[src/rtl/ahb_apb_pkg.sv]
// Shared types and constants for the AHB-Lite to APB bridge.
// Optional PSLVERR error path: define AHB2APB_SLVERR_EN.
package ahb_apb_pkg;

    typedef enum logic [1:0] {
        HTRANS_IDLE   = 2'b00,
        HTRANS_BUSY   = 2'b01,
        HTRANS_NONSEQ = 2'b10,
        HTRANS_SEQ    = 2'b11
    } htrans_e;

    typedef enum logic [2:0] {
        ST_IDLE,
        ST_WDATA,
        ST_SETUP,
        ST_ENABLE,
        ST_RESP,
        ST_ERR1,
        ST_ERR2
    } bridge_state_e;

    localparam logic HRESP_OKAY  = 1'b0;
    localparam logic HRESP_ERROR = 1'b1;

    localparam int DEF_SEL_LSB = 12;
    localparam int DEF_NUM_SLV = 3;

endpackage

[src/rtl/apb_addr_decoder.sv]
// Combinational HADDR slave-index decode to one-hot PSEL.
// Indices at or above NUM_SLV are flagged unmapped.
module apb_addr_decoder
    import ahb_apb_pkg::*;
#(
    parameter int ADDR_W  = 32,
    parameter int NUM_SLV = DEF_NUM_SLV,
    parameter int SEL_LSB = DEF_SEL_LSB
) (
    input  logic [ADDR_W-1:0]  haddr,
    output logic [NUM_SLV-1:0] psel,
    output logic               unmapped
);

    logic [1:0] idx;
    logic       unused_haddr;

    assign idx          = haddr[SEL_LSB+1:SEL_LSB];
    assign unused_haddr = ^haddr;

    always_comb begin
        psel     = '0;
        unmapped = 1'b1;
        for (int i = 0; i < NUM_SLV; i++) begin
            if (idx == 2'(i)) begin
                psel[i]  = 1'b1;
                unmapped = 1'b0;
            end
        end
    end

endmodule

[src/rtl/ahb2apb_bridge_ctrl.sv]
// AHB-Lite slave to APB master bridge; all outputs registered.
// Optional PSLVERR error path: define AHB2APB_SLVERR_EN.
module ahb2apb_bridge_ctrl
    import ahb_apb_pkg::*;
#(
    parameter int ADDR_W  = 32,
    parameter int DATA_W  = 32,
    parameter int NUM_SLV = DEF_NUM_SLV,
    parameter int SEL_LSB = DEF_SEL_LSB
) (
    input  logic               HCLK,
    input  logic               HRESETn,
    input  logic               HSEL,
    input  logic [ADDR_W-1:0]  HADDR,
    input  logic [1:0]         HTRANS,
    input  logic               HWRITE,
    input  logic [DATA_W-1:0]  HWDATA,
    input  logic               HREADYin,
    output logic               HREADYout,
    output logic               HRESP,
    output logic [DATA_W-1:0]  HRDATA,
    output logic [ADDR_W-1:0]  PADDR,
    output logic [DATA_W-1:0]  PWDATA,
    input  logic [DATA_W-1:0]  PRDATA,
    output logic [NUM_SLV-1:0] PSEL,
    output logic               PWRITE,
    output logic               PENABLE,
    input  logic               PSLVERR
);

    bridge_state_e        state_q, state_d;
    logic                 hready_q, hready_d;
    logic                 hresp_q, hresp_d;
    logic [DATA_W-1:0]    hrdata_q, hrdata_d;
    logic [ADDR_W-1:0]    paddr_q, paddr_d;
    logic [DATA_W-1:0]    pwdata_q, pwdata_d;
    logic [NUM_SLV-1:0]   psel_q, psel_d;
    logic [NUM_SLV-1:0]   sel_q, sel_d;
    logic                 pwrite_q, pwrite_d;
    logic                 penable_q, penable_d;

    logic [NUM_SLV-1:0]   dec_sel;
    logic                 dec_unmapped;
    logic                 valid;
    logic                 slverr;
    htrans_e              htrans;

    apb_addr_decoder #(
        .ADDR_W  (ADDR_W),
        .NUM_SLV (NUM_SLV),
        .SEL_LSB (SEL_LSB)
    ) u_dec (
        .haddr    (HADDR),
        .psel     (dec_sel),
        .unmapped (dec_unmapped)
    );

`ifdef AHB2APB_SLVERR_EN
    assign slverr = PSLVERR;
`else
    logic unused_pslverr;
    assign unused_pslverr = PSLVERR;
    assign slverr         = 1'b0;
`endif

    assign htrans = htrans_e'(HTRANS);
    assign valid  = HSEL && HREADYin &&
                    (htrans == HTRANS_NONSEQ || htrans == HTRANS_SEQ);

    always_comb begin
        state_d   = state_q;
        hready_d  = hready_q;
        hresp_d   = hresp_q;
        hrdata_d  = hrdata_q;
        paddr_d   = paddr_q;
        pwdata_d  = pwdata_q;
        psel_d    = psel_q;
        sel_d     = sel_q;
        pwrite_d  = pwrite_q;
        penable_d = penable_q;
        unique case (state_q)
            ST_IDLE, ST_RESP, ST_ERR2: begin
                psel_d    = '0;
                penable_d = 1'b0;
                if (!valid) begin
                    state_d  = ST_IDLE;
                    hready_d = 1'b1;
                    hresp_d  = HRESP_OKAY;
                end else if (dec_unmapped) begin
                    // Unmapped target never touches the APB bus
                    state_d  = ST_ERR1;
                    hready_d = 1'b0;
                    hresp_d  = HRESP_ERROR;
                end else begin
                    paddr_d  = HADDR;
                    pwrite_d = HWRITE;
                    sel_d    = dec_sel;
                    hready_d = 1'b0;
                    hresp_d  = HRESP_OKAY;
                    if (HWRITE) begin
                        state_d = ST_WDATA;
                    end else begin
                        state_d = ST_SETUP;
                        psel_d  = dec_sel;
                    end
                end
            end
            ST_WDATA: begin
                pwdata_d = HWDATA;
                psel_d   = sel_q;
                state_d  = ST_SETUP;
            end
            ST_SETUP: begin
                penable_d = 1'b1;
                state_d   = ST_ENABLE;
            end
            ST_ENABLE: begin
                psel_d    = '0;
                penable_d = 1'b0;
                if (!pwrite_q) hrdata_d = PRDATA;
                if (slverr) begin
                    state_d  = ST_ERR1;
                    hready_d = 1'b0;
                    hresp_d  = HRESP_ERROR;
                end else begin
                    state_d  = ST_RESP;
                    hready_d = 1'b1;
                    hresp_d  = HRESP_OKAY;
                end
            end
            ST_ERR1: begin
                state_d  = ST_ERR2;
                hready_d = 1'b1;
                hresp_d  = HRESP_ERROR;
            end
            default: begin
                state_d  = ST_IDLE;
                hready_d = 1'b1;
                hresp_d  = HRESP_OKAY;
            end
        endcase
    end

    always_ff @(posedge HCLK) begin
        if (!HRESETn) begin
            state_q   <= ST_IDLE;
            hready_q  <= 1'b1;
            hresp_q   <= HRESP_OKAY;
            hrdata_q  <= '0;
            paddr_q   <= '0;
            pwdata_q  <= '0;
            psel_q    <= '0;
            sel_q     <= '0;
            pwrite_q  <= 1'b0;
            penable_q <= 1'b0;
        end else begin
            state_q   <= state_d;
            hready_q  <= hready_d;
            hresp_q   <= hresp_d;
            hrdata_q  <= hrdata_d;
            paddr_q   <= paddr_d;
            pwdata_q  <= pwdata_d;
            psel_q    <= psel_d;
            sel_q     <= sel_d;
            pwrite_q  <= pwrite_d;
            penable_q <= penable_d;
        end
    end

    assign HREADYout = hready_q;
    assign HRESP     = hresp_q;
    assign HRDATA    = hrdata_q;
    assign PADDR     = paddr_q;
    assign PWDATA    = pwdata_q;
    assign PSEL      = psel_q;
    assign PWRITE    = pwrite_q;
    assign PENABLE   = penable_q;

endmodule

[config.mk]
export PLATFORM = sky130hd
export DESIGN_NAME = ahb2apb_bridge_ctrl
export DESIGN_NICKNAME = d
export VERILOG_FILES = /design/src/rtl/ahb_apb_pkg.sv /design/src/rtl/apb_addr_decoder.sv /design/src/rtl/ahb2apb_bridge_ctrl.sv
export SDC_FILE = /design/constraint.sdc
export NUM_CORES = 1
export LEC_CHECK = 0
export ABC_AREA = 1
export CORE_ASPECT_RATIO = 2
export CORE_MARGIN = 2
export CORE_UTILIZATION = 43
export DETAILED_ROUTE_END_ITERATION = 10
export GPL_ROUTABILITY_DRIVEN = 0
export PLACE_DENSITY = 0.95
export SLEW_MARGIN = 20
export SYNTH_ARGS = -nofsm -noshare
export SYNTH_HDL_FRONTEND = slang
export SYNTH_SLANG_ARGS = --single-unit
[constraint.sdc]
create_clock -name HCLK -period 3 [get_ports HCLK]
set_clock_uncertainty 0.15 [all_clocks]
set_input_delay 0.3 -clock HCLK [delete_from_list [all_inputs] [get_ports HCLK]]
set_output_delay 0.3 -clock HCLK [all_outputs]
set_load 0.005 [all_outputs]
==> qor.csv <==
metric,value,unit
WL per Instance,14.8,µm
final routed wirelength across all metal layers,12.0,mm
insertion delay of the later-clocked pin in the worst-skew pair,0.33,ns
number of antenna violations at the first check in global routing,0,
global-route wire length before repair,19.1,mm
number of gates given a new drive strength after cts,0,
CTS Buf Count,9,
kind of path behind the tightest hold check,reg -> reg,
clock tree from TritonCTS,yes,
Gate Count Post-Synth,522,
worst slack on hold paths,0.311,ns
setup repair after global routing missed its margin,false,
FP Rows,49,
power density over the cells,503,nW/µm²
number of optimization iterations in the first detailed-route pass,4,
"commonest non-fill, non-tap cell in the layout",sky130_fd_sc_hd__clkdlybuf4s50_1,
biggest fanout along the worst timing path,33,
CTS clock-pin slew for the worst setup and hold paths,0.07,ns
max-slew headroom at the worst pin,54.0,%
count of different cell masters after synthesis,19,
CORE AREA,9010,µm²
Max H-tree Level,3,
Total Routing Usage GR,23.6,%
fraction of the cycle the final worst path needs,71.4,%
pin count of the biggest net entering global routing,41,
transition time of the tightest slew-check pin,0.689,ns
start point of the worst hold path,PADDR[9],
HPWL after DPL,8.70,mm
Critical Path End Type,register,
Final Critical Period,2.14,ns
Top Ports,207,
number of violations of the max-capacitance limit,0,
area of all placed cells without fillers,6360,µm²
Filler Cells Inserted,714,
Synth-to-Final Area Change,59.2,%
clock sink count,109,
required time worst endpoint,3.07,ns
arrival time reported for the critical path endpoint,2.21,ns
NumNets Final,812,
Max Transition Viols Final,0,
CTS root buf,sky130_fd_sc_hd__clkbuf_16,
number of buffers on the longest clock path,2,
ANT cells,0,
Die Width,72.2,µm
instance area after placement,6040,µm²
count of nets left with antenna violations after detail routing,0,
"IR drop worst, VDD",0.386,mV
Pleak,2.41,nW
vias per std cell,5.13,
aggregate global routing overflow,0,
die area,10100,µm²
fmax,467,MHz
DRC violations left,0,
Critical Path Source Type,register,
height of the die,140,µm
post-synthesis cell area,4000,µm²
worst setup path class,reg -> reg,
via count of the first global-routing pass,4146,
"commonest non-fill, non-tap cells in the layout","204 x sky130_fd_sc_hd__clkdlybuf4s50_1, 128 x sky130_fd_sc_hd__nand2_1, 109 x sky130_fd_sc_hd__dfxtp_1, 82 x sky130_fd_sc_hd__nor2_1, 74 x sky130_fd_sc_hd__a21oi_1",
post-CTS setup-driven buffer insertion count,0,
vias,4167,
number of violations reported at the end of detailed-routing iteration 0,215,
Hold Fails Final Rpt,0,
per-instance average area after synthesis,7.66,µm²
initial cell density of the core,44.3,%
Mapped Nets,626,
count of buffers inserted at the top-level ports,204,
non-filler instance count after layout,813,
final setup violation count,0,
run status,"complete, no violations",
layout cell share with drive strength beyond 1,4.22,%
critical path launch point,state_q[0],
Synth Register Bits,109,
number of placed cells counting well taps,799,
post-cts hold buffer count,0,
Yosys warnings,0,
part of the Yosys area used for sequential elements,54.6,%
final setup TNS,0,ns
reg2reg start,state_q[0],
[cell families after synthesis]
logic type	Yosys count	synth area share (%)
AO/OA/AOI/OAI	107	13.4
buffers and inverters	51	5.92
AND/OR/NAND/NOR	255	26.1
flip-flops	109	54.6
[final timing paths]
| path | endpoint | slack [ns] | cells past startpoint |
|---|---|---|---|
| setup / recovery | HRDATA[10] | 0.86 | 5 |
| hold / removal | PADDR[9] | 0.31 | 2 |
| setup reg to reg | HRDATA[10] | 0.86 | 5 |
| hold reg to reg | PADDR[9] | 0.31 | 2 |
[sequential cells by signal, indices dropped and copies added, names as in the netlist]
register / flops
PSEL: 3
HRESP: 1
PWDATA: 32
PADDR: 32
PWRITE: 1
sel_q: 3
state_q: 3
HRDATA: 32
HREADYout: 1
PENABLE: 1
[layout make-up]
class	instances	area (µm²)	area share, %
well taps	102	128	2.01
multi-input cells	362	1580	24.8
flip-flops and latches	109	2180	34.3
inverters	18	70.1	1.10
repair buffers	208	2080	32.8
clock inverters	3	68.8	1.08
clock buffers	11	253	3.97
[power by group]
| part | switching [mW] | internal, mW |
|---|---|---|
| Combinational | 0.179 | 0.235 |
| Sequential | 0.0276 | 1.50 |
| Clock | 0.491 | 0.771 |
[cells in the mapped netlist]
cell type / instances / area, µm²
sky130_fd_sc_hd__a21oi_1: 74 / 370
sky130_fd_sc_hd__clkbuf_1: 10 / 37.5
sky130_fd_sc_hd__nand3_1: 36 / 180
sky130_fd_sc_hd__o21ai_0: 33 / 165
sky130_fd_sc_hd__buf_2: 16 / 80.1
sky130_fd_sc_hd__dfxtp_1: 109 / 2180
sky130_fd_sc_hd__inv_2: 6 / 22.5
sky130_fd_sc_hd__nand2_1: 128 / 480
sky130_fd_sc_hd__nand2_4: 1 / 11.3
sky130_fd_sc_hd__buf_1: 1 / 3.75
sky130_fd_sc_hd__nand3_2: 1 / 10.0
sky130_fd_sc_hd__buf_4: 6 / 45.0
sky130_fd_sc_hd__nor2_4: 2 / 22.5
sky130_fd_sc_hd__inv_1: 11 / 41.3
sky130_fd_sc_hd__nor3_1: 1 / 5.00
sky130_fd_sc_hd__nand2_2: 1 / 6.26
sky130_fd_sc_hd__nor2_1: 82 / 308
sky130_fd_sc_hd__inv_4: 1 / 6.26
sky130_fd_sc_hd__nand4_1: 3 / 18.8
[routing by layer]
| metal | up-vias | global-route usage [%] | part of all wire [%] |
|---|---|---|---|
| li1 | 2054 | - | - |
| met2 | 185 | 41.4 | 52 |
| met5 | - | 0 | 0 |
| met1 | 1886 | 25.4 | 37 |
| met4 | 0 | 12.7 | 4.7 |
| met3 | 42 | 5.54 | 6.4 |
[through the flow]
step	setup WS [ns]	power, mW	utilization, %
after floorplan	1.70	1.71	-
after global placement	0.985	1.95	67.0
after detailed placement	0.839	1.97	67.0
after CTS	0.818	3.22	70.6
after global routing	0.680	3.32	70.6
final	0.857	3.20	70.6
[critical path: stages, from the launching register on]
cell	delay, ns
sky130_fd_sc_hd__dfxtp_1	0.44
sky130_fd_sc_hd__nand3_2	0.20
sky130_fd_sc_hd__nor2_4	0.53
sky130_fd_sc_hd__inv_2	0.39
sky130_fd_sc_hd__nor2_1	0.24
sky130_fd_sc_hd__nor2_1	0.07
(Power assumes the default switching activity.)
